<file path="config.mk">
export PLATFORM = sky130hd
export DESIGN_NAME = regbank_seq_ctrl
export DESIGN_NICKNAME = d
export VERILOG_FILES = /design/src/rtl/regbank_seq_ctrl_pkg.sv /design/src/rtl/regseq_opnd_mux.sv /design/src/rtl/regbank_seq_ctrl.sv
export SDC_FILE = /design/constraint.sdc
export NUM_CORES = 1
export LEC_CHECK = 0
export BUFFER_PORTS_ARGS = -buffer_cell sky130_fd_sc_hd__buf_2
export CORE_ASPECT_RATIO = 1.25
export CORE_MARGIN = 2
export CORE_UTILIZATION = 35
export CTS_CLUSTER_SIZE = 28
export DETAILED_ROUTE_END_ITERATION = 8
export GPL_TIMING_DRIVEN = 0
export SLEW_MARGIN = 15
export SYNTH_ARGS = -nofsm -noshare
export SYNTH_HDL_FRONTEND = slang
export SYNTH_SLANG_ARGS = --single-unit
</file>
<file path="constraint.sdc">
create_clock -name clk -period 1.5 [get_ports clk]
set_input_delay 0.075 -clock clk [delete_from_list [all_inputs] [get_ports clk]]
set_output_delay 0.075 -clock clk [all_outputs]
set_load 0.01 [all_outputs]
</file>
<file path="src/rtl/regbank_seq_ctrl_pkg.sv">
// Shared types for the register-bank sequencer: FSM encoding, ALU opcodes, bank geometry.
// Imported by the sequencer, its operand mux and the ALU.
package regbank_seq_ctrl_pkg;

    localparam int REG_AW = 3;
    localparam int DATA_W = 32;

    typedef enum logic [1:0] {
        ST_IDLE = 2'd0,
        ST_READ = 2'd1,
        ST_EXEC = 2'd2,
        ST_WB   = 2'd3
    } seq_state_t;

    localparam logic [2:0] ALU_ADD = 3'd0;
    localparam logic [2:0] ALU_SUB = 3'd1;
    localparam logic [2:0] ALU_AND = 3'd2;
    localparam logic [2:0] ALU_OR  = 3'd3;
    localparam logic [2:0] ALU_XOR = 3'd4;
    localparam logic [2:0] ALU_SLL = 3'd5;
    localparam logic [2:0] ALU_SRL = 3'd6;
    localparam logic [2:0] ALU_SLT = 3'd7;

    function automatic logic [DATA_W-1:0] sext8(input logic [7:0] v);
        return {{(DATA_W-8){v[7]}}, v};
    endfunction

endpackage

</file>
<file path="src/rtl/regseq_opnd_mux.sv">
// Operand-B select: sign-extended 8-bit immediate or bank read port 2.
// Combinational, zero latency; no backpressure.
module regseq_opnd_mux
    import regbank_seq_ctrl_pkg::*;
(
    input  logic              i_use_imm,
    input  logic [7:0]        i_imm,
    input  logic [DATA_W-1:0] i_rd_data2,
    output logic [DATA_W-1:0] o_opnd_b
);

    assign o_opnd_b = i_use_imm ? sext8(i_imm) : i_rd_data2;

endmodule

</file>
<file path="src/rtl/regbank_seq_ctrl.sv">
// Sequences one reg-reg op: accept, bank read, external ALU, writeback. Optional REGSEQ_R0_PROTECT_EN blocks writes to r0.
// Latency: writeback in the 3rd cycle after acceptance with a single-cycle ALU; best case 1 instr / 4 cycles.
// Backpressure: instr_ready only in IDLE, so offered instructions stall until the current one retires or times out.
module regbank_seq_ctrl
    import regbank_seq_ctrl_pkg::*;
#(
    parameter int ALU_TMO = 15,
    parameter int CNT_W   = 16
) (
    input  logic              clk,
    input  logic              rst,
    input  logic              instr_valid,
    output logic              instr_ready,
    input  logic [2:0]        instr_op,
    input  logic [2:0]        instr_rs1,
    input  logic [2:0]        instr_rs2,
    input  logic [2:0]        instr_rd,
    input  logic              instr_use_imm,
    input  logic [7:0]        instr_imm,
    output logic [2:0]        read_reg1,
    output logic [2:0]        read_reg2,
    input  logic [31:0]       read_data1,
    input  logic [31:0]       read_data2,
    output logic [2:0]        write_reg,
    output logic [31:0]       write_data,
    output logic              write_en,
    output logic [31:0]       alu_a,
    output logic [31:0]       alu_b,
    output logic [2:0]        alu_op,
    output logic              alu_start,
    input  logic              alu_done,
    input  logic [31:0]       alu_result,
    output logic              done,
    output logic              err_tmo,
    output logic [CNT_W-1:0]  retired
`ifdef REGSEQ_R0_PROTECT_EN
    ,
    output logic              r0_wr_blocked
`endif
);

    localparam int TW = (ALU_TMO > 1) ? $clog2(ALU_TMO) : 1;
    localparam logic [TW-1:0] TMO_LAST = TW'(ALU_TMO - 1);

    seq_state_t        r_state;
    seq_state_t        w_next;
    logic [2:0]        r_op, r_rs1, r_rs2, r_rd;
    logic              r_use_imm;
    logic [7:0]        r_imm;
    logic [TW-1:0]     r_cnt;
    logic [31:0]       r_alu_a, r_alu_b, r_wdata;
    logic              r_err;
    logic [CNT_W-1:0]  r_retired;
    logic [31:0]       w_opnd_b;
    logic              w_accept, w_exec_ok, w_tmo, w_wr_allow;

    regseq_opnd_mux u_opnd_mux (
        .i_use_imm  (r_use_imm),
        .i_imm      (r_imm),
        .i_rd_data2 (read_data2),
        .o_opnd_b   (w_opnd_b)
    );

    assign w_accept  = (r_state == ST_IDLE) && instr_valid;
    assign w_exec_ok = (r_state == ST_EXEC) && alu_done;
    // alu_done wins over the timeout in the final allowed EXEC cycle
    assign w_tmo     = (r_state == ST_EXEC) && !alu_done && (r_cnt == TMO_LAST);

`ifdef REGSEQ_R0_PROTECT_EN
    assign w_wr_allow = (r_rd != 3'd0);
`else
    assign w_wr_allow = 1'b1;
`endif

    always_comb begin
        w_next = r_state;
        case (r_state)
            ST_IDLE: if (w_accept) w_next = ST_READ;
            ST_READ: w_next = ST_EXEC;
            ST_EXEC: begin
                if (w_exec_ok)  w_next = ST_WB;
                else if (w_tmo) w_next = ST_IDLE;
            end
            ST_WB:   w_next = ST_IDLE;
            default: w_next = ST_IDLE;
        endcase
    end

    always_ff @(posedge clk or negedge rst) begin
        if (!rst) r_state <= ST_IDLE;
        else      r_state <= w_next;
    end

    always_ff @(posedge clk or negedge rst) begin
        if (!rst) begin
            r_op      <= '0;
            r_rs1     <= '0;
            r_rs2     <= '0;
            r_rd      <= '0;
            r_use_imm <= 1'b0;
            r_imm     <= '0;
            r_cnt     <= '0;
            r_alu_a   <= '0;
            r_alu_b   <= '0;
            r_wdata   <= '0;
            r_err     <= 1'b0;
            r_retired <= '0;
        end else begin
            if (w_accept) begin
                r_op      <= instr_op;
                r_rs1     <= instr_rs1;
                r_rs2     <= instr_rs2;
                r_rd      <= instr_rd;
                r_use_imm <= instr_use_imm;
                r_imm     <= instr_imm;
            end
            // read data from the READ-cycle negedge is valid at this edge
            if (r_state == ST_READ) begin
                r_alu_a <= read_data1;
                r_alu_b <= w_opnd_b;
                r_cnt   <= '0;
            end else if (r_state == ST_EXEC) begin
                r_cnt   <= r_cnt + TW'(1);
            end
            if (w_exec_ok)          r_wdata   <= alu_result;
            if (w_tmo)              r_err     <= 1'b1;
            if (r_state == ST_WB)   r_retired <= r_retired + CNT_W'(1);
        end
    end

`ifdef REGSEQ_R0_PROTECT_EN
    logic r_r0_blk;
    always_ff @(posedge clk or negedge rst) begin
        if (!rst)                                   r_r0_blk <= 1'b0;
        else if (r_state == ST_WB && !w_wr_allow)   r_r0_blk <= 1'b1;
    end
    assign r0_wr_blocked = r_r0_blk;
`endif

    assign instr_ready = (r_state == ST_IDLE) && rst;
    assign read_reg1   = r_rs1;
    assign read_reg2   = r_rs2;
    assign write_reg   = r_rd;
    assign write_data  = r_wdata;
    assign done        = (r_state == ST_WB);
    assign write_en    = (r_state == ST_WB) && w_wr_allow;
    assign alu_a       = r_alu_a;
    assign alu_b       = r_alu_b;
    assign alu_op      = r_op;
    assign alu_start   = (r_state == ST_EXEC) && (r_cnt == '0);
    assign err_tmo     = r_err;
    assign retired     = r_retired;

endmodule

</file>
## After elaboration in Yosys (flattened, before gate mapping)

Index checks and enable logic that the tools add are counted.

- Logic and storage cells: 39
- Input port bits: 121
- Bits in registers: 140
- Output and inout bits: 129

- Reductions and logical operators: 11
- Add/subtract/negate cells: 2
- Equality and inequality tests: 6
- Mux-type cells: 7

Operator list:

| kind | number |
|---|---|
| $mux W32 | 1 |
| $add A16 B1 Y16 const B | 1 |
| $mux W4 | 2 |
| $pmux W2 S4 | 1 |
| $logic_and A1 B1 Y1 | 6 |
| $mux W2 | 3 |
| $add A4 B1 Y4 const B | 1 |
| $eq A2 B2 Y1 const B | 2 |
| $eq A4 B4 Y1 const B | 1 |
| $logic_not A4 Y1 | 1 |
| $ne A3 B3 Y1 const B | 1 |
| $eq A2 B1 Y1 const B | 1 |
| $logic_not A2 Y1 | 1 |
| $ne A2 B2 Y1 const B | 1 |
| $reduce_and A2 Y1 | 1 |
| $reduce_bool A2 Y1 | 1 |
| $logic_not A1 Y1 | 1 |

## Depth between registers and ports, before layout

- Word-level depth: 6
- Mapped depth: 7
- Mapped depth without buffers: 6

## By module

Synthesis repeated with hierarchy kept, for this count alone.

- Cell total of the unflattened synthesis: 392
- Area, all modules: 6,037.0 sq um

By module, submodules not included:

| module | cells each | area each (sq um) | instances | sequential area each (sq um) |
|---|---|---|---|---|
| regbank_seq_ctrl | 354 | 5,482.8 | 1 | 3,503.4 |
| regseq_opnd_mux | 38 | 554.3 | 1 | 0.0 |

## Worst setup path before layout

Ideal clock, no wire load.

- Path kind: flip-flop to flip-flop
- Start point: register r_state[0]
- End point: register r_retired[10], in the netlist retired[10]
- Setup time: 0.128 ns
- Buffers on the path: 0
- Data required time: 1.372 ns
- Data arrival time: 1.479 ns
- Setup slack: -0.107 ns
- Cell stages (with the launch flop): 6
- Clock period less this slack: 1.607 ns
- Cell sequence: dfrtp_1 -> ha_1 -> and3_2 -> and3_2 -> nor2b_1 -> xor2_1

- Cells in the longest elaborated chain, start to end: 1

Ends and longest elaborated chain:

| what | line | text |
|---|---|---|
| from (decl) | regbank_seq_ctrl.sv:45 | `seq_state_t r_state;` |
| from (signal assigned) | regbank_seq_ctrl.sv:91 | `else r_state <= w_next;` |
| $eq A2 B2 Y1 | - |  |
| via done | regbank_seq_ctrl.sv:33 | `output logic done,` |
| to (signal assigned) | regbank_seq_ctrl.sv:127 | `if (r_state == ST_WB) r_retired <= r_retired + CNT_W'(1);` |
| to (decl) | regbank_seq_ctrl.sv:53 | `logic [CNT_W-1:0] r_retired;` |

The timed path passes the listed nets, and every way through them passes these cells.
A chain may end at the register's enable or synchronous reset.

## Worst setup path in the final report

- Start point: register r_state[1]
- End point: register r_wdata[15], in the netlist write_data[15]

- Cells in the longest elaborated chain, start to end: 2

Ends and longest elaborated chain:

| what | line | text |
|---|---|---|
| $eq A2 B2 Y1 | regbank_seq_ctrl.sv:65 | `assign w_exec_ok = (r_state == ST_EXEC) && alu_done;` |
| $logic_and A1 B1 Y1 | regbank_seq_ctrl.sv:65 |  |
| to (signal assigned) | regbank_seq_ctrl.sv:125 | `if (w_exec_ok) r_wdata <= alu_result;` |
| to (decl) | regbank_seq_ctrl.sv:51 | `logic [31:0] r_alu_a, r_alu_b, r_wdata;` |

Every way passes these cells.

==> results.py <==
metrics = {
    "outcome": {
        "status": "finished, violations left",
        "violations": "negative hold slack, negative setup slack",
    },
    "clocking": {
        "cts.path.max_buffers": 2,
        "path_clk_slew_ns": 0.06,
        "hold_buffers": 118,
        "cts_tree": "yes",
        "root_buffer": "clkbuf_16",
        "clock_latency_ns": 0.41,
        "cts_inserted_buffers": 17,
        "htree_num_levels": 4,
        "cts_sinks": 140,
    },
    "power_and_ir_drop": {
        "p_int_mw": 12.31,
        "pwr-share-comb_pct": 44.3,
        "vdd_drop_max_mv": 1.020,
        "p_leak_nw": 4.491,
        "clkPwrFrac_pct": 20.6,
        "power.switching_mw": 6.784,
        "p_per_area_mw_per_mm2": 2028,
        "p_sw_share_pct": 35.54,
        "pwr-share-seq_pct": 35.1,
    },
    "cells_and_area": {
        "layout_common_cells": "buf_2, dfrtp_1, dlygate4sd3_1",
        "finish.utilization_pct": 59.96,
        "syn_to_final_growth_pct": 66.60,
        "fill_cells": 1278,
        "final_common_cell": "buf_2",
        "finalNetCount": 960,
        "drive_above_1_share_pct": 53.62,
    },
    "setup_path": {
        "r2r-end": "write_data[15]$_DFFE_PN0P_",
        "rr_worst_depth": 4,
        "reg2reg_from": "r_state[1]$_DFFE_PN0P_",
        "startpoint_type": "flip-flop",
        "worstPathArrival_ns": 1.80,
        "worstSetupPathType": "flip-flop to flip-flop",
        "worstPathRequired_ns": 1.80,
        "rrSetupSlack_ns": -0.002,
        "cp_max_fo": 10,
        "cp-end-kind": "flip-flop",
    },
    "grt": {
        "grt_max_degree": 72,
        "track_usage_pct": 18.91,
        "grt_pass1_vias": 5277,
        "grt_pass1_wl_um": 25990,
        "antenna_found_initial": 2,
        "grt_overflow": 0,
    },
    "yosys": {
        "yosysSeqAreaShare_pct": 62.02,
        "netlist_area_mm2": 0.005649,
        "mappedNetlistNets": 559,
        "yosysTopAreaCell": "dfrtp_1",
        "ys_ff_latch": 140,
        "syn_avg_cell_area_um2": 13.17,
        "synth_top_area_share_pct": 62.02,
        "synth.distinct_cells": 34,
        "ys_top_cells_by_area": "dfrtp_1, mux2_2, a21oi_1, nor2_1, ha_1",
        "synthCells": 429,
        "synth_warnings": 0,
    },
    "timing": {
        "finalCritPeriodShare_pct": 100.2,
        "worst_clock_skew_ns": 0.009670,
        "whs_ns": -0.3894,
        "timing.final.crit_period_ns": 1.502,
        "slew_headroom_pct": 64.50,
        "worst_pin_slew_ns": 0.5325,
        "final_max_slew_viol_count": 0,
        "setup-tns-final_ns": -0.005554,
        "rsz0062_at_grt": "yes",
        "finalSetupViolCount": 5,
        "worst_slack_ns": -0.002286,
        "fmax_mhz": 665.7,
        "final-hold-violation-count": 70,
    },
    "detailed_routing": {
        "ant_nets": 0,
        "avgRoutedWirePerCell_um": 15.09,
        "vias": 4881,
        "first_iter_violations": 124,
        "remaining_drc_errors": 0,
        "dr.pass1.iters": 4,
        "vias_per_cell": 4.618,
        "totalWireLength_um": 15950,
    },
    "flow_run": {
        "maxCapViolations": 0,
    },
    "placement": {
        "gp_congestion": 0.7570,
        "dp_hpwl_um": 10410,
        "portBuffers": 249,
    },
    "floorplanning": {
        "die_area_mm2": 0.01718,
        "io_pins": 250,
        "start_util_pct": 35.99,
        "core_area_mm2": 0.01570,
        "die_h_um": 146.0,
        "num_rows": 51,
        "die_w_um": 117.6,
    },
    "hold_path": {
        "hold_class": "primary input to asynchronous set/reset pin",
    },
}
[cell type report]
class | count | area (um^2) | area share [%]
multi-input combinational | 257 | 2181 | 23.17
clock buffer | 18 | 439.2 | 4.666
inverter | 9 | 38.79 | 0.4121
antenna | 2 | 5.005 | 0.05318
tap | 212 | 265.3 | 2.818
timing repair buffer | 382 | 2608 | 27.71
clock inverter | 14 | 118.9 | 1.263
buffer | 23 | 249.0 | 2.646
sequential | 140 | 3507 | 37.26
[critical path, stage by stage (launching register included)]
cell     delay [ns]
dfrtp_2        0.47
ha_4           0.20
nand2_2        0.15
buf_4          0.22
mux2_2         0.35
[cell families (layout without fill, tap and decap cells)]
| group | after synthesis | count (layout) | synth area share, % |
|---|---|---|---|
| AO/OA/AOI/OAI | 68 | 68 | 6.290 |
| XOR/XNOR | 15 | 15 | 2.325 |
| adder cells (fa/ha/maj) | 9 | 9 | 1.993 |
| buffers and inverters | 32 | 446 | 2.591 |
| flip-flops | 140 | 140 | 62.02 |
| multiplexers | 95 | 95 | 18.76 |
| other | 0 | 2 | 0 |
| AND/OR/NAND/NOR | 70 | 70 | 6.025 |
[metal layers]
layer  up-vias  wire (um)  global-route usage, %  part of all wire, %
met3        52        794                  5.352                  5.0
met5         -          0                      0                    0
met4         0        630                  9.940                  3.9
met1      2362       5942                  20.40                   37
li1       2287          -                      -                    -
met2       180       8586                  33.55                   54
[power by group through the flow]
stage	clock (mW)	combinational (mW)	sequential (mW)
finish	3.94	8.46	6.69
global route	4.25	9.19	6.93
CTS	4.06	7.95	6.64
detailed placement	0	7.15	6.65
global placement	0	6.93	6.56
floorplan	0	3.60	7.32
[cell usage after synthesis (all sizes together)]
cell     instances
nand3b           1
mux2i            8
xor2             5
xnor2           10
or2              1
nor2b            1
o21ai            2
and3             3
inv              9
nand2b           1
nor2            36
buf             18
dfrtp          140
nand3            6
nor3             4
o31ai            1
nand4            5
o21bai           1
a31oi            2
mux2            87
o2bb2ai          1
a32oi            1
a21oi           60
clkbuf           5
ha               9
nand2           10
and2             2
[per-stage QoR]
| stage | total power [mW] | setup slack, ns | instance area [um^2] | std cells |
|---|---|---|---|---|
| 4_1_cts | 18.65 | -0.03929 | 9160 | 1050 |
| 2_1_floorplan | 10.92 | -0.02458 | 5670 | 429 |
| 6_report | 19.09 | -0.002286 | 9412 | 1057 |
| 5_1_grt | 20.37 | -0.05694 | 9412 | 1057 |
| 3_3_place_gp | 13.49 | -1.515 | 7182 | 890 |
| 3_5_place_dp | 13.80 | -0.2263 | 7219 | 891 |
[worst max path at each step]
stage	endpoint	slack [ns]	from
finish	write_data[15]$_DFFE_PN0P_	-0.002	r_state[1]$_DFFE_PN0P_
global route	retired[10]$_DFFE_PN0P_	-0.06	r_state[1]$_DFFE_PN0P_
CTS	alu_start	-0.04	r_state[0]$_DFFE_PN0P_
detailed placement	alu_b[22]$_DFFE_PN0N_	-0.23	r_state[1]$_DFFE_PN0P_
global placement	alu_a[19]$_DFFE_PN0N_	-1.52	rst
floorplan	retired[10]$_DFFE_PN0P_	-0.02	r_state[0]$_DFFE_PN0P_
[timing repair]
action                     4_1_cts  5_1_grt
hold endpoints to repair       189       70
cloned                           1        2
setup buffers                    8        3
gates resized for setup         38       55
setup endpoints to repair      125      104
pin swaps                        4        6
(Power assumes the default switching activity.)
